[config.mk]
export PLATFORM = sky130hd
export DESIGN_NAME = ikbd_acia_flat
export DESIGN_NICKNAME = d
export VERILOG_FILES = /design/src/rtl/ikbd_acia_if.sv /design/src/rtl/ikbd_acia.sv /design/src/flat_wrapper.sv
export SDC_FILE = /design/constraint.sdc
export NUM_CORES = 1
export LEC_CHECK = 0
export BUFFER_PORTS_ARGS = -buffer_cell sky130_fd_sc_hd__buf_2
export CAP_MARGIN = 10
export CELL_PAD_IN_SITES_DETAIL_PLACEMENT = 1
export CELL_PAD_IN_SITES_GLOBAL_PLACEMENT = 1
export CORE_MARGIN = 8
export CORE_UTILIZATION = 52
export DETAILED_ROUTE_END_ITERATION = 12
export GPL_TIMING_DRIVEN = 1
export MAX_ROUTING_LAYER = met4
export PLACE_DENSITY_LB_ADDON = 0.1
export SETUP_SLACK_MARGIN = 0.5
export SYNTH_ARGS = -nofsm -noshare
export SYNTH_HDL_FRONTEND = slang
export SYNTH_SLANG_ARGS = --single-unit
export TNS_END_PERCENT = 5
[constraint.sdc]
create_clock -name mcu_clx2 -period 5.25 [get_ports mcu_clx2]
set_input_delay 0.7875 -clock mcu_clx2 [delete_from_list [all_inputs] [get_ports mcu_clx2]]
set_output_delay 0.7875 -clock mcu_clx2 [all_outputs]
set_load 0.005 [all_outputs]
[src/rtl/ikbd_acia_if.sv]
// CPU-side register bus of the keyboard ACIA: access strobe, direction, register
// select, write/read data and the active-low interrupt request.
interface ikbd_acia_if;
    logic       cpu_sel;
    logic       cpu_rw;
    logic       cpu_rs;
    logic [7:0] cpu_di;
    logic [7:0] cpu_do;
    logic       irq_n;

    modport master (
        output cpu_sel, cpu_rw, cpu_rs, cpu_di,
        input  cpu_do, irq_n
    );

    modport slave (
        input  cpu_sel, cpu_rw, cpu_rs, cpu_di,
        output cpu_do, irq_n
    );
endinterface

[src/rtl/ikbd_acia.sv]
// 6850-style ACIA linking the host CPU to the keyboard MCU's SCI: 8N1 framing,
// fixed bit period of CLK_DIV clocks, single-byte receive and transmit buffers.
module ikbd_acia #(
    parameter int CLK_DIV = 256
) (
    input  logic         mcu_clx2,
    input  logic         mcu_rst_n,
    ikbd_acia_if.slave   bus,
    input  logic         rxd,
    output logic         txd
);
    localparam int CNT_W = $clog2(CLK_DIV);
    localparam logic [CNT_W-1:0] BIT_LAST   = CNT_W'(CLK_DIV - 1);
    // Start detection already costs one clock after the synchronizer output
    // falls, so the mid-start sample lands CLK_DIV/2 clocks after that fall.
    localparam logic [CNT_W-1:0] START_LAST = CNT_W'(CLK_DIV / 2 - 2);

    typedef enum logic [1:0] {RX_IDLE, RX_START, RX_DATA, RX_STOP} rx_state_t;
    typedef enum logic {TX_IDLE, TX_SHIFT} tx_state_t;

    logic [7:0]       cr_reg;
    logic [7:0]       rdr_reg;
    logic [7:0]       tdr_reg;
    logic             rdrf_reg, ovrn_reg, fe_reg, tdre_reg, irq_n_reg;
    logic [1:0]       rx_sync_reg;
    logic             rx_prev_reg;
    rx_state_t        rx_state_reg;
    logic [CNT_W-1:0] rx_cnt_reg;
    logic [2:0]       rx_bit_reg;
    logic [7:0]       rx_shift_reg;
    tx_state_t        tx_state_reg;
    logic [CNT_W-1:0] tx_cnt_reg;
    logic [3:0]       tx_bit_reg;
    logic [9:0]       tx_shift_reg;

    logic wr_cr, wr_tdr, rd_rdr, mres, rie, tie, rx_bit, tx_load;
    logic unused_cr_bits;

    assign wr_cr   = bus.cpu_sel & ~bus.cpu_rw & ~bus.cpu_rs;
    assign wr_tdr  = bus.cpu_sel & ~bus.cpu_rw &  bus.cpu_rs;
    assign rd_rdr  = bus.cpu_sel &  bus.cpu_rw &  bus.cpu_rs;
    assign mres    = (cr_reg[1:0] == 2'b11);
    assign rie     = cr_reg[7];
    assign tie     = (cr_reg[6:5] == 2'b01);
    assign rx_bit  = rx_sync_reg[1];
    assign unused_cr_bits = ^cr_reg[4:2];

    // A pending byte is picked up from idle, or at the end of the stop bit so
    // consecutive frames run back-to-back.
    assign tx_load = ~tdre_reg &
                     ((tx_state_reg == TX_IDLE) ||
                      (tx_cnt_reg == BIT_LAST && tx_bit_reg == 4'd9));

    assign bus.cpu_do = bus.cpu_rs ? rdr_reg
                                   : {~irq_n_reg, 1'b0, ovrn_reg, fe_reg, 2'b00, tdre_reg, rdrf_reg};
    assign bus.irq_n  = irq_n_reg;
    assign txd        = tx_shift_reg[0];

    always_ff @(posedge mcu_clx2 or negedge mcu_rst_n) begin
        if (!mcu_rst_n) begin
            cr_reg    <= 8'h03;
            irq_n_reg <= 1'b1;
        end else begin
            if (wr_cr)
                cr_reg <= bus.cpu_di;
            irq_n_reg <= ~((rie & (rdrf_reg | ovrn_reg)) | (tie & tdre_reg));
        end
    end

    always_ff @(posedge mcu_clx2 or negedge mcu_rst_n) begin
        if (!mcu_rst_n) begin
            rx_sync_reg  <= 2'b11;
            rx_prev_reg  <= 1'b1;
            rx_state_reg <= RX_IDLE;
            rx_cnt_reg   <= '0;
            rx_bit_reg   <= '0;
            rx_shift_reg <= '0;
            rdr_reg      <= 8'h00;
            rdrf_reg     <= 1'b0;
            ovrn_reg     <= 1'b0;
            fe_reg       <= 1'b0;
        end else begin
            rx_sync_reg <= {rx_sync_reg[0], rxd};
            rx_prev_reg <= rx_bit;
            if (mres) begin
                rx_state_reg <= RX_IDLE;
                rx_cnt_reg   <= '0;
                rx_bit_reg   <= '0;
                rdrf_reg     <= 1'b0;
                ovrn_reg     <= 1'b0;
                fe_reg       <= 1'b0;
            end else begin
                if (rd_rdr) begin
                    rdrf_reg <= 1'b0;
                    ovrn_reg <= 1'b0;
                end
                case (rx_state_reg)
                    RX_IDLE: begin
                        rx_cnt_reg <= '0;
                        if (rx_prev_reg && !rx_bit)
                            rx_state_reg <= RX_START;
                    end
                    RX_START: begin
                        if (rx_cnt_reg == START_LAST) begin
                            rx_cnt_reg   <= '0;
                            rx_bit_reg   <= '0;
                            rx_state_reg <= rx_bit ? RX_IDLE : RX_DATA;
                        end else begin
                            rx_cnt_reg <= rx_cnt_reg + 1'b1;
                        end
                    end
                    RX_DATA: begin
                        if (rx_cnt_reg == BIT_LAST) begin
                            rx_cnt_reg   <= '0;
                            rx_shift_reg <= {rx_bit, rx_shift_reg[7:1]};
                            rx_bit_reg   <= rx_bit_reg + 1'b1;
                            if (rx_bit_reg == 3'd7)
                                rx_state_reg <= RX_STOP;
                        end else begin
                            rx_cnt_reg <= rx_cnt_reg + 1'b1;
                        end
                    end
                    RX_STOP: begin
                        if (rx_cnt_reg == BIT_LAST) begin
                            rx_cnt_reg   <= '0;
                            rx_state_reg <= RX_IDLE;
                            // A read on this very edge frees the buffer: the new byte wins.
                            if (!rdrf_reg || rd_rdr) begin
                                rdr_reg  <= rx_shift_reg;
                                rdrf_reg <= 1'b1;
                                fe_reg   <= ~rx_bit;
                                ovrn_reg <= 1'b0;
                            end else begin
                                ovrn_reg <= 1'b1;
                            end
                        end else begin
                            rx_cnt_reg <= rx_cnt_reg + 1'b1;
                        end
                    end
                    default: rx_state_reg <= RX_IDLE;
                endcase
            end
        end
    end

    always_ff @(posedge mcu_clx2 or negedge mcu_rst_n) begin
        if (!mcu_rst_n) begin
            tx_state_reg <= TX_IDLE;
            tx_cnt_reg   <= '0;
            tx_bit_reg   <= '0;
            tx_shift_reg <= '1;
            tdr_reg      <= 8'h00;
            tdre_reg     <= 1'b1;
        end else begin
            if (wr_tdr)
                tdr_reg <= bus.cpu_di;
            if (mres) begin
                tx_state_reg <= TX_IDLE;
                tx_cnt_reg   <= '0;
                tx_bit_reg   <= '0;
                tx_shift_reg <= '1;
                tdre_reg     <= 1'b1;
            end else begin
                // A write coinciding with a load queues the new byte behind the old one.
                if (wr_tdr)
                    tdre_reg <= 1'b0;
                else if (tx_load)
                    tdre_reg <= 1'b1;
                case (tx_state_reg)
                    TX_IDLE: begin
                        tx_cnt_reg <= '0;
                        tx_bit_reg <= '0;
                        if (tx_load) begin
                            tx_shift_reg <= {1'b1, tdr_reg, 1'b0};
                            tx_state_reg <= TX_SHIFT;
                        end
                    end
                    TX_SHIFT: begin
                        if (tx_cnt_reg == BIT_LAST) begin
                            tx_cnt_reg <= '0;
                            if (tx_bit_reg == 4'd9) begin
                                tx_bit_reg <= '0;
                                if (tx_load) begin
                                    tx_shift_reg <= {1'b1, tdr_reg, 1'b0};
                                end else begin
                                    tx_shift_reg <= '1;
                                    tx_state_reg <= TX_IDLE;
                                end
                            end else begin
                                tx_bit_reg   <= tx_bit_reg + 1'b1;
                                tx_shift_reg <= {1'b1, tx_shift_reg[9:1]};
                            end
                        end else begin
                            tx_cnt_reg <= tx_cnt_reg + 1'b1;
                        end
                    end
                    default: tx_state_reg <= TX_IDLE;
                endcase
            end
        end
    end
endmodule
[src/flat_wrapper.sv]
// flat-port wrapper written by rule: the top's interface ports become plain ports
module ikbd_acia_flat 
#(
    parameter int CLK_DIV = 256
)
  (mcu_clx2, mcu_rst_n, rxd, txd, bus_cpu_sel, bus_cpu_rw, bus_cpu_rs, bus_cpu_di, bus_cpu_do, bus_irq_n);
  ikbd_acia_if bus_i ();
  input  logic mcu_clx2;
  input  logic mcu_rst_n;
  input  logic rxd;
  output logic txd;
  input wire logic [$bits(bus_i.cpu_sel)-1:0] bus_cpu_sel;
  input wire logic [$bits(bus_i.cpu_rw)-1:0] bus_cpu_rw;
  input wire logic [$bits(bus_i.cpu_rs)-1:0] bus_cpu_rs;
  input wire logic [$bits(bus_i.cpu_di)-1:0] bus_cpu_di;
  output wire logic [$bits(bus_i.cpu_do)-1:0] bus_cpu_do;
  output wire logic [$bits(bus_i.irq_n)-1:0] bus_irq_n;
  assign bus_i.cpu_sel = bus_cpu_sel;
  assign bus_i.cpu_rw = bus_cpu_rw;
  assign bus_i.cpu_rs = bus_cpu_rs;
  assign bus_i.cpu_di = bus_cpu_di;
  assign bus_cpu_do = bus_i.cpu_do;
  assign bus_irq_n = bus_i.irq_n;
  ikbd_acia #(.CLK_DIV(CLK_DIV)) u_core (.mcu_clx2(mcu_clx2), .mcu_rst_n(mcu_rst_n), .bus(bus_i), .rxd(rxd), .txd(txd));
endmodule
== Word level (Yosys, flattened, before mapping) ==
Index checks and enable logic that the tools add are counted.
W data, S select, Z words.
Storage, ports and cells
  flip-flop bits (word level): 76
  word-level logic and storage cells: 128
  output and inout port bits: 10
  input port bits: 14
Cells by class
  equality and inequality tests: 17
  $add $sub $neg: 4
  muxes and demuxes: 52
  bitwise gates (word level): 18
  reduce and logical (&&, ||, !) cells: 19
Operator list (number)
  $mux W8: 6
  $mux W10: 3
  $pmux W8 S3: 1
  $mux W1: 21
  $pmux W10 S2: 1
  $mux W9: 2
  $ne A3 B1 Y1 const B: 6
  $add A8 B1 Y8 const B: 2
  $eq A8 B8 Y1 const B: 2
  $pmux W8 S2: 1
  $mux W2: 7
  $mux W4: 3
  $mux W3: 3
  $reduce_and A3 Y1: 3
  $and A1 B1 Y1: 8
  $eq A8 B7 Y1 const B: 1
  $not A1 Y1: 8
  $pmux W2 S4: 1
  $pmux W4 S2: 1
  $eq A2 B2 Y1 const B: 3
  $pmux W3 S2: 1
  $reduce_bool A2 Y1: 3
  $reduce_bool A3 Y1: 2
  $reduce_and A5 Y1: 1
  other kinds (15): 20

== Longest topological paths before layout ==
Gate-level depths: netlist (run 1).
  depth in word-level cells: 9
  gate-level depth with buffers: 7
  mapped depth without buffers: 6

== Least setup slack after synthesis (run 1) ==
Ideal clock, no wire load.
  path type: input-to-output
  start: in bus_cpu_rs
  end: out bus_cpu_do[0]
  buffers on the path: 1
  stages on the path: 2
  arrival: 1.407 ns
  required time: 4.463 ns
  path slack: 3.055 ns
  cells stage by stage: clkbuf_1 > mux2_2
Between the ends
  cells in the longest elaborated chain, start to end: 1
Ends and longest elaborated chain
  start, declared: line flat_wrapper.sv:14  | input wire logic [$bits(bus_i.cpu_rs)-1:0] bus_cpu_rs;
  $mux W8: line ikbd_acia.sv:54  | assign bus.cpu_do = bus.cpu_rs ? rdr_reg
  end, declared: line flat_wrapper.sv:16  | output wire logic [$bits(bus_i.cpu_do)-1:0] bus_cpu_do;
Every way passes these cells.

== Final worst setup path (run 1) ==
  start: in bus_cpu_rs
  end: out bus_cpu_do[5]
The elaborated chain is that of the path after synthesis.

==> qor.csv, run 1 <==
metric;value;unit
status;finished, final reports clean;
drive_above_1_share;0.282;
finalMaxSlewViolations;0;
overflow;0;
drtPass1Iterations;4;
min_period_over_period;0.436;
die_width;98.3;µm
p_seq_frac;0.470;
insertion_delay;0.35;ns
vias;2405;
p_clk_frac;0.312;
clk_pin_slew;0.08;ns
ys_seq_area_frac;0.517;
die-area;0.00967;mm²
cts-htree-levels;3;
io_pins;24;
max-slew-margin-rel;0.496;
synth.distinct_cells;49;
critPathArrivalTime;1.50;ns
switching_share;0.307;
utilization;0.584;
numCtsBuffers;9;
worst_setup_path_start_kind;input pin;
rsz0062_at_grt;no;
worst_pin_slew;0.755;ns
setup_slack;2.96;ns
grt_max_degree;48;
ys.flop_type;dfrtp_1;
largest_register_ffs;9;
start_util;0.527;
layout_commonest_cell;dfrtp_1;
cts_hold_buf;0;
worstPathMaxFanout;12;
design_area;0.00390;mm²
ys_async_sr_fraction;1.00;
die_h;98.3;µm
cts_tree;done;
dp.cells;405;
root_buffer;clkbuf_8;
cts_resized;0;
instances_no_fill;421;
tns;0;ns
intPower;1.07;mW
drc_errors;0;
final_cell_mix;56 x dfrtp_1, 32 x mux2_2, 24 x nor2_1;
end_kind;primary output;
gp_congestion;0.763;
io_buffers;23;
worstSetupPathType;in2out;
core;0.00668;mm²
hold_class;reg2reg;
skew;0.00827;ns
post_cts_buffers;0;
synth.cell_area;0.00352;mm²
cp.required;4.46;ns
synth-seq-cells;72;
postRouteWirelength;7310;µm
grt_pass1_vias;2568;
fmax;436;MHz
drt-initial-drc-count;45;
p_leak;1.82;nW
nFillCells;704;
yosys_warnings;0;
maxCapViolations;0;
grt_pass1_wl;12900;µm
synth_nets;338;
syn_avg_cell_area;11.3;µm²
wl_per_cell;17.4;µm
antenna_left;0;
nNetsFinal;362;
synth-edff-count;0;
p_sw;476;µW
dp_hpwl;5020;µm
combPwrFrac;0.218;
vias_per_cell;5.71;
setup_violations;0;
area_growth;10.7;%
grt_usage;0.171;
finalPower;1.55;mW
hold_viol;0;
dpl_cell_area;0.00368;mm²
holdWs;0.360;ns
min_period;2.29;ns
cts.path.max_buffers;2;
antenna_found_initial;0;
cts_sinks;72;
synth_cells;312;
vdd_drop_max;195;µV
diodes;0;
rows;30;
powerDensity;397;mW/mm²
pre_cts_ws;2.95;ns
-- power by group through the flow --
stage / clock, mW / combinational, mW / sequential (mW)
floorplan: 0 / 0.287 / 0.704
global placement: 0 / 0.333 / 0.733
detailed placement: 0 / 0.342 / 0.738
CTS: 0.500 / 0.344 / 0.729
global route: 0.517 / 0.385 / 0.742
finish: 0.484 / 0.337 / 0.728
-- cells in the mapped netlist (2+ instances only) --
cell | count | area share
nor2_1 | 24 | 0.026
dfrtp_1 | 56 | 0.40
xor2_1 | 8 | 0.020
and2_1 | 8 | 0.014
mux2_2 | 32 | 0.10
nor4_1 | 3 | 0.0053
mux2i_1 | 5 | 0.014
ha_1 | 12 | 0.043
a32o_1 | 2 | 0.0057
o21ai_0 | 15 | 0.021
a21boi_0 | 2 | 0.0043
a31oi_1 | 10 | 0.018
and3_1 | 2 | 0.0036
nand3_2 | 2 | 0.0057
buf_4 | 6 | 0.013
nor2b_1 | 3 | 0.0053
nor3_1 | 5 | 0.0071
a21oi_1 | 9 | 0.013
nand3b_1 | 5 | 0.011
o211ai_1 | 2 | 0.0043
xnor2_1 | 3 | 0.0075
clkbuf_1 | 4 | 0.0043
and4_1 | 2 | 0.0050
nand4_1 | 3 | 0.0053
inv_1 | 17 | 0.018
or3_1 | 3 | 0.0053
nand2_1 | 19 | 0.020
nor3b_1 | 2 | 0.0043
a2bb2oi_1 | 8 | 0.020
dfstp_2 | 16 | 0.12
nand3_1 | 6 | 0.0085
-- per-layer routing --
layer | routed length (µm) | GRT usage | vias to the layer above
met5 | 0 | - | -
met4 | 146 | 0.0850 | 0
met3 | 205 | 0.0327 | 10
met2 | 3420 | 0.254 | 35
met1 | 3540 | 0.217 | 1202
li1 | - | - | 1158
-- path summary, 6_finish.rpt --
kind / start / end / slack [ns] / cells past startpoint
max in group asynchronous: mcu_rst_n / u_core.rdr_reg[0] / 3.81 / 2
max: bus_cpu_rs / bus_cpu_do[5] / 2.96 / 3
min reg2reg: u_core.rx_sync_reg[0] / u_core.rx_sync_reg[1] / 0.36 / 0
min in group asynchronous: mcu_rst_n / u_core.tx_cnt_reg[3] / 0.43 / 1
max reg2reg: u_core.tx_cnt_reg[0] / u_core.tx_shift_reg[5] / 3.18 / 5
min: u_core.rx_sync_reg[0] / u_core.rx_sync_reg[1] / 0.36 / 0
-- layout make-up --
type                    instances  area (µm²)  share of cell area
inverters                      17        63.8              0.0164
clock buffers                   9         124              0.0318
clock inverters                 7        96.3              0.0247
multi-input cells             212        1570               0.403
well taps                      80         100              0.0257
repair buffers                 24         123              0.0314
flip-flops and latches         72        1820               0.467
-- kinds of logic (layout without fill, tap and decap cells) --
| kind of cell | after synthesis | in the layout | share of synthesized area |
|---|---|---|---|
| simple gates | 96 | 96 | 0.154 |
| compound gates | 56 | 56 | 0.106 |
| buf+inv | 28 | 57 | 0.0366 |
| flops | 72 | 72 | 0.517 |
| xor+xnor | 11 | 11 | 0.0273 |
| mux | 37 | 37 | 0.116 |
| fa+ha+maj | 12 | 12 | 0.0426 |
-- critical path, stage by stage --
cell	delay, ns
buf_2	0.22
mux2_2	0.37
buf_2	0.13
Note: power is estimated with default switching activity, not from simulation.
==> run 2: changes to the inputs <==
--- a/config.mk
+++ b/config.mk
@@ -5,12 +5,13 @@
 export SDC_FILE = /design/constraint.sdc
 export NUM_CORES = 1
 export LEC_CHECK = 0
+export ABC_AREA = 1
 export BUFFER_PORTS_ARGS = -buffer_cell sky130_fd_sc_hd__buf_2
 export CAP_MARGIN = 10
 export CELL_PAD_IN_SITES_DETAIL_PLACEMENT = 1
 export CELL_PAD_IN_SITES_GLOBAL_PLACEMENT = 1
 export CORE_MARGIN = 8
-export CORE_UTILIZATION = 52
+export CORE_UTILIZATION = 42
 export DETAILED_ROUTE_END_ITERATION = 12
 export GPL_TIMING_DRIVEN = 1
 export MAX_ROUTING_LAYER = met4
==> constraint.sdc (replaced) <==
create_clock -name mcu_clx2 -period 1.9 [get_ports mcu_clx2]
set_input_delay 0.285 -clock mcu_clx2 [delete_from_list [all_inputs] [get_ports mcu_clx2]]
set_output_delay 0.285 -clock mcu_clx2 [all_outputs]
set_load 0.005 [all_outputs]
==> run 2 against run 1 <==
Compared with the run above:
- setup slack worse by 2.6 ns
- worst hold slack worse by 0.32 ns
- sequential share of layout area down 4.7 points
- critical path depth up 6
- critical endpoint is now u_core.tx_shift_reg[0]
- clock skew rose by 0.0042 ns
- design area grew 11%
- synthesized cell count up 24%
- area after synthesis decreased by 1.8%
- via count increased by 16%
==> qor.csv, run 2 <==
metric;value;unit;change
synth-edff-count;0;;unchanged
final_cell_mix;81 x nand2_1, 56 x dfrtp_1, 45 x inv_1;;was 56 x dfrtp_1, 32 x mux2_2, 24 x nor2_1
dp.cells;514;;was 405
hold_depth;1;;was 0
vdd_drop_max;515;µV;was 195 µV
crit_start;u_core.tx_cnt_reg[0];;was bus_cpu_rs
max-slew-margin-rel;0.738;;was 0.496
ys_seq_area_frac;0.526;;was 0.517
syn_avg_cell_area;8.97;µm²;was 11.3 µm²
worst_pin_slew;0.393;ns;was 0.755 ns
grt_pass1_wl;14200;µm;was 12900 µm
p_sw;1.89;mW;was 476 µW
antenna_found_initial;0;;unchanged
end_kind;flop;;was primary output
synth_nets;412;;was 338
worstPathMaxFanout;5;;was 12
drtPass1Iterations;4;;unchanged
holdWs;0.0386;ns;was 0.360 ns
insertion_delay;0.35;ns;about the same
dp_hpwl;5320;µm;was 5020 µm
largest_register_ffs;9;;unchanged
nNetsFinal;468;;was 362
vias_per_cell;5.07;;was 5.71
min_period_over_period;0.812;;
hp-start;rxd;;was u_core.rx_sync_reg[0]
synth.distinct_cells;35;;was 49
core;0.00809;mm²;was 0.00668 mm²
area_growth;25.3;%;was 10.7%
hold_viol;0;;unchanged
instances_no_fill;552;;was 421
p_leak;2.07;nW;was 1.82 nW
wl_per_cell;15.3;µm;was 17.4 µm
drc_errors;0;;unchanged
drt-initial-drc-count;93;;was 45
rows;33;;was 30
layout_commonest_cell;nand2_1;;was dfrtp_1
io_pins;24;;unchanged
worst_setup_path_start_kind;flop;;was input pin
yosysMostFrequentCell;nand2_1;;was dfrtp_1
io_buffers;23;;unchanged
cp.required;2.17;ns;was 4.46 ns
yosys_warnings;0;;unchanged
p_clk_frac;0.278;;was 0.312
r2r_start;u_core.tx_cnt_reg[0];;unchanged
worstSetupPathType;reg2reg;;was in2out
synth_cells;386;;was 312
antenna_left;0;;unchanged
combPwrFrac;0.357;;was 0.218
min_period;1.54;ns;
fmax;648;MHz;
cts.path.max_buffers;2;;unchanged
intPower;3.61;mW;was 1.07 mW
synth-seq-cells;72;;unchanged
start_util;0.428;;was 0.527
numCtsBuffers;9;;unchanged
grt_pass1_vias;2969;;was 2568
yosys.area.top_type_share;0.405;;was 0.398
root_buffer;clkbuf_8;;unchanged
synth.cell_area;0.00346;mm²;was 0.00352 mm²
nFillCells;936;;was 704
rrSetupSlack;0.36;ns;was 3.18 ns
grt_usage;0.159;;was 0.171
ys_async_sr_fraction;1.00;;unchanged
hold_class;in2reg;;was reg2reg
die_width;107;µm;was 98.3 µm
clk_pin_slew;0.08;ns;about the same
vias;2800;;was 2405
critPathArrivalTime;1.82;ns;was 1.50 ns
die-area;0.0114;mm²;was 0.00967 mm²
status;finished, final reports clean;;unchanged
drive_above_1_share;0.304;;was 0.282
ff2ff_path_depth;9;;was 5
die_h;107;µm;was 98.3 µm
yosys.area.top_type;dfrtp_1;;unchanged
powerDensity;1270;mW/mm²;was 397 mW/mm²
cts-htree-levels;3;;unchanged
setup_violations;0;;unchanged
grt_max_degree;73;;was 48
postRouteWirelength;8420;µm;was 7310 µm
overflow;0;;unchanged
p_seq_frac;0.365;;was 0.470
switching_share;0.344;;was 0.307
r2r-end;u_core.tx_shift_reg[0];;was u_core.tx_shift_reg[5]
netlist_top_cells_count;88 x nand2_1, 56 x dfrtp_1, 49 x inv_1;;was 56 x dfrtp_1, 32 x mux2_2, 24 x nor2_1
tns;0;ns;unchanged
skew;0.0125;ns;was 0.00827 ns
cts_tree;done;;unchanged
yosys-top-cells-area;dfrtp_1 40%, dfstp_2 12%, nand2_1 9.5%, inv_1 5.3%, ha_1 4.3%;;was dfrtp_1 40%, dfstp_2 12%, mux2_2 10%, ha_1 4.3%, nor2_1 2.6%
gp_congestion;0.744;;was 0.763
maxCapViolations;0;;unchanged
rsz0062_at_grt;yes;;was no
ys.flop_type;dfrtp_1;;unchanged
finalMaxSlewViolations;0;;unchanged
whs_endpoint;u_core.rx_sync_reg[0];;was u_core.rx_sync_reg[1]
cts_sinks;72;;unchanged
diodes;0;;unchanged
==> run 2: cell types whose count changed after synthesis, moves of 9 or more <==
cell     delta
a21oi_1    +19
inv_1      +32
nor2_1     +10
o21ai_0    +13
a31oi_1    -10
mux2_2     -32
nand2_1    +69
o21ai_2     +9
==> run 2: through the flow <==
step,power [mW],util,area [µm²],setup WS [ns]
floorplan,2.95,-,3460,0.441
global placement,3.34,0.461,3730,0.269
detailed placement,3.42,0.461,3730,0.231
CTS,5.36,0.527,4270,0.353
global route,5.82,0.536,4340,0.253
finish,5.50,0.536,4340,0.357
==> run 2: cell families after synthesis <==
family          count (synthesis)  share of synthesized area
fa+ha+maj                      12                     0.0434
buf+inv                        56                     0.0640
compound gates                 73                      0.120
xor+xnor                        8                     0.0202
flops                          72                      0.526
simple gates                  165                      0.226
==> run 2: cell type report <==
class	count	area [µm²]	area share
flip-flops and latches	72	1820	0.420
multi-input cells	260	1590	0.367
repair buffers	49	349	0.0805
inverters	50	188	0.0433
clock buffers	11	151	0.0349
well taps	105	131	0.0303
clock inverters	5	103	0.0237
==> run 2: timing repair <==
item / in CTS / in global routing
gates resized for setup: 28 / 18
cloned: 2 / 0
endpoints found under the setup margin: 49 / 53
setup buffers: 18 / 1
pin swaps: 16 / 8
hold endpoints to repair: 56 / 0
hold buffers: 1 / 0
==> run 2: power by group through the flow <==
stage / combinational, mW / sequential (mW) / clock, mW
6_report: 1.96 / 2.00 / 1.53
5_1_grt: 2.18 / 2.03 / 1.61
4_1_cts: 1.80 / 2.00 / 1.56
3_5_place_dp: 1.39 / 2.03 / 0
3_3_place_gp: 1.32 / 2.02 / 0
2_1_floorplan: 0.959 / 1.99 / 0
==> run 2: critical path, cell delays in order, from the launching register on <==
cell and delay [ns]:
dfrtp_1 0.38, ha_2 0.21, nand2_2 0.07, nor2_4 0.16, nand2_2 0.12, nand3_4 0.12
nand2_4 0.07, nor2_4 0.14, buf_12 0.13, a21oi_1 0.06
==> run 2: routing by layer <==
layer  share of wire  GRT usage
met1            0.43      0.177
met5               0          -
met4           0.016     0.0653
met3           0.019     0.0240
met2            0.53      0.280
==> run 2: worst max-delay path by stage <==
stage | to | slack, ns | depth (start not counted)
after floorplan | u_core.rdr_reg[6] | 0.44 | 9
after global placement | u_core.rdr_reg[2] | 0.27 | 8
after detailed placement | u_core.rdr_reg[5] | 0.23 | 8
after CTS | u_core.rdr_reg[6] | 0.35 | 7
after global routing | u_core.rx_cnt_reg[7] | 0.25 | 10
final | u_core.tx_shift_reg[0] | 0.36 | 9
==> run 3: changes to the inputs <==
--- a/config.mk
+++ b/config.mk
@@ -5,13 +5,13 @@
 export SDC_FILE = /design/constraint.sdc
 export NUM_CORES = 1
 export LEC_CHECK = 0
-export ABC_AREA = 1
+export ABC_AREA = 0
 export BUFFER_PORTS_ARGS = -buffer_cell sky130_fd_sc_hd__buf_2
 export CAP_MARGIN = 10
 export CELL_PAD_IN_SITES_DETAIL_PLACEMENT = 1
 export CELL_PAD_IN_SITES_GLOBAL_PLACEMENT = 1
 export CORE_MARGIN = 8
-export CORE_UTILIZATION = 42
+export CORE_UTILIZATION = 44
 export DETAILED_ROUTE_END_ITERATION = 12
 export GPL_TIMING_DRIVEN = 1
 export MAX_ROUTING_LAYER = met4
==> constraint.sdc (replaced) <==
create_clock -name mcu_clx2 -period 1.3 [get_ports mcu_clx2]
set_input_delay 0.195 -clock mcu_clx2 [delete_from_list [all_inputs] [get_ports mcu_clx2]]
set_output_delay 0.195 -clock mcu_clx2 [all_outputs]
set_load 0.005 [all_outputs]
==> run 3 against run 2 <==
Compared with the run above:
- the flow now finishes with violations (setup timing)
- non-clock buffer count rose by 42
- total power increased by 33%
- design area up 11%
- largest power group unchanged
==> qor.csv, run 3 (synthesized netlist as in run 1, its figures left out) <==
metric;value;unit;change
status;finished with violations;;was finished, final reports clean
violations;setup timing;;
cts-htree-levels;3;;unchanged
drtPass1Iterations;4;;unchanged
seq_area;0.00182;mm²;unchanged
core;0.00773;mm²;was 0.00809 mm²
start_util;0.456;;was 0.428
fmax;585;MHz;was 648 MHz
combPwrFrac;0.335;;was 0.357
p_sw;2.32;mW;was 1.89 mW
max-slew-margin-rel;0.738;;about the same
drt-initial-drc-count;107;;was 93
die-area;0.0111;mm²;was 0.0114 mm²
maxCapViolations;0;;unchanged
drc_errors;0;;unchanged
final_cell_mix;56 x dfrtp_1, 53 x buf_4, 22 x mux2_2;;was 81 x nand2_1, 56 x dfrtp_1, 45 x inv_1
hold_class;in2async;;was in2reg
clk_pin_slew;0.08;ns;about the same
layout_commonest_cell;dfrtp_1;;was nand2_1
worst_pin_slew;0.389;ns;was 0.393 ns
cts.path.max_buffers;2;;unchanged
nNetsFinal;429;;was 468
diodes;0;;unchanged
area_growth;36.9;%;was 25.3%
worstSetupPathType;reg2reg;;unchanged
nFillCells;809;;was 936
worstPathMaxFanout;4;;was 5
hold_viol;0;;unchanged
drive_above_1_share;0.495;;was 0.304
vdd_drop_max;990;µV;was 515 µV
rows;32;;was 33
p_clk_frac;0.270;;was 0.278
tns;-13.69;ns;was 0 ns
cts_sinks;72;;unchanged
largest_register_ffs;9;;unchanged
wl_per_cell;18.5;µm;was 15.3 µm
finalMaxSlewViolations;0;;unchanged
antenna_found_initial;0;;unchanged
p_seq_frac;0.395;;was 0.365
dp_hpwl;6080;µm;was 5320 µm
rsz0062_at_grt;yes;;unchanged
pre_cts_ws;-0.430;ns;was 0.231 ns
vias;2756;;was 2800
r2r_start;u_core.rx_cnt_reg[0];;was u_core.tx_cnt_reg[0]
worst_setup_path_start_kind;flop;;unchanged
io_buffers;23;;unchanged
powerDensity;1520;mW/mm²;was 1270 mW/mm²
r2r-end;u_core.rx_bit_reg[1];;was u_core.tx_shift_reg[0]
setup_slack;-0.410;ns;was 0.357 ns
utilization;0.624;;was 0.536
multiInputGateArea;0.00182;mm²;was 0.00159 mm²
cp.required;1.53;ns;was 2.17 ns
die_h;105;µm;was 107 µm
cts_tree;done;;unchanged
insertion_delay;0.35;ns;about the same
finalPower;7.32;mW;was 5.50 mW
critPathArrivalTime;1.94;ns;was 1.82 ns
setup_violations;50;;was 0
dpl_cell_area;0.00421;mm²;was 0.00373 mm²
rrSetupSlack;-0.41;ns;was 0.36 ns
gp_congestion;0.789;;was 0.744
io_pins;24;;unchanged
postRouteWirelength;9430;µm;was 8420 µm
p_leak;2.26;nW;was 2.07 nW
vias_per_cell;5.40;;was 5.07
numCtsBuffers;9;;unchanged
min_period_over_period;1.32;;was 0.812
design_area;0.00482;mm²;was 0.00434 mm²
die_width;105;µm;was 107 µm
root_buffer;clkbuf_8;;unchanged
min_period;1.71;ns;was 1.54 ns
grt_pass1_wl;16200;µm;was 14200 µm
skew;0.00893;ns;was 0.0125 ns
grt_usage;0.185;;was 0.159
overflow;0;;unchanged
antenna_left;0;;unchanged
ff2ff_path_depth;6;;was 9
switching_share;0.317;;was 0.344
intPower;5.00;mW;was 3.61 mW
grt_max_degree;73;;unchanged
grt_pass1_vias;3125;;was 2969
end_kind;flop;;unchanged
## run 3: changes by cell type in the layout (fill, tap and decap cells not counted), sizes merged, moves of 5 or more
cell	before	now
nand2	93	19
buf	48	89
inv	50	18
mux2	0	32
o21ai	39	16
a21oi	28	9
nor2	41	24
a31oi	0	11
nand3	17	8
a2bb2oi	0	8
and2	0	8
mux2i	0	5
## run 3: stage by stage
step,instances,hold WS (ns)
2_1_floorplan,312,-0.101
3_3_place_gp,486,0.257
3_5_place_dp,486,0.254
4_1_cts,509,0.0678
5_1_grt,510,0.0603
6_report,510,0.0222
## run 3: worst max-delay path by stage
| stage | endpoint | slack, ns | from |
|---|---|---|---|
| final | u_core.rx_bit_reg[1] | -0.41 | u_core.rx_cnt_reg[0] |
| after global routing | u_core.tx_shift_reg[6] | -0.47 | u_core.tx_bit_reg[1] |
| after CTS | u_core.rx_bit_reg[2] | -0.36 | u_core.rx_cnt_reg[0] |
| after detailed placement | u_core.rx_cnt_reg[7] | -0.43 | u_core.rx_state_reg[0] |
| after global placement | u_core.rx_cnt_reg[7] | -0.35 | u_core.rx_state_reg[0] |
| after floorplan | u_core.rx_bit_reg[1] | -0.33 | u_core.rx_cnt_reg[0] |
## run 3: cell type report
class | instances | area share
Multi-Input combinational cell | 212 | 0.377
Clock inverter | 7 | 0.0197
Tap cell | 102 | 0.0265
Clock buffer | 9 | 0.0257
Timing Repair Buffer | 91 | 0.160
Sequential cell | 72 | 0.378
Inverter | 17 | 0.0132
## run 3: power by group through the flow
stage / sequential [mW] / clock, mW / combinational, mW
2_1_floorplan: 2.84 / 0 / 1.17
3_3_place_gp: 2.87 / 0 / 1.90
3_5_place_dp: 2.90 / 0 / 1.98
4_1_cts: 2.89 / 2.04 / 2.38
5_1_grt: 2.94 / 2.10 / 2.66
6_report: 2.89 / 1.98 / 2.45
## run 3: per-layer routing
metal	track usage	share of wire	wire [µm]
met5	-	0	0
met4	0.0581	0.014	136
met3	0.0256	0.020	191
met2	0.299	0.50	4740
met1	0.235	0.46	4360
## run 3: repair_timing
action,CTS,global route
hold buffers,2,0
pin swaps,34,13
buffers inserted,5,1
gates cloned,0,0
gates resized for setup,59,24
endpoints found under the hold margin,57,0
endpoints found under the setup margin,74,131
## run 3: critical path, cell delays in order (launching register included)
cell and delay [ns]:
dfrtp_1 0.42, inv_2 0.07, ha_2 0.16, nor2b_4 0.19, a31oi_4 0.12, or3b_4 0.42, a32o_1 0.22
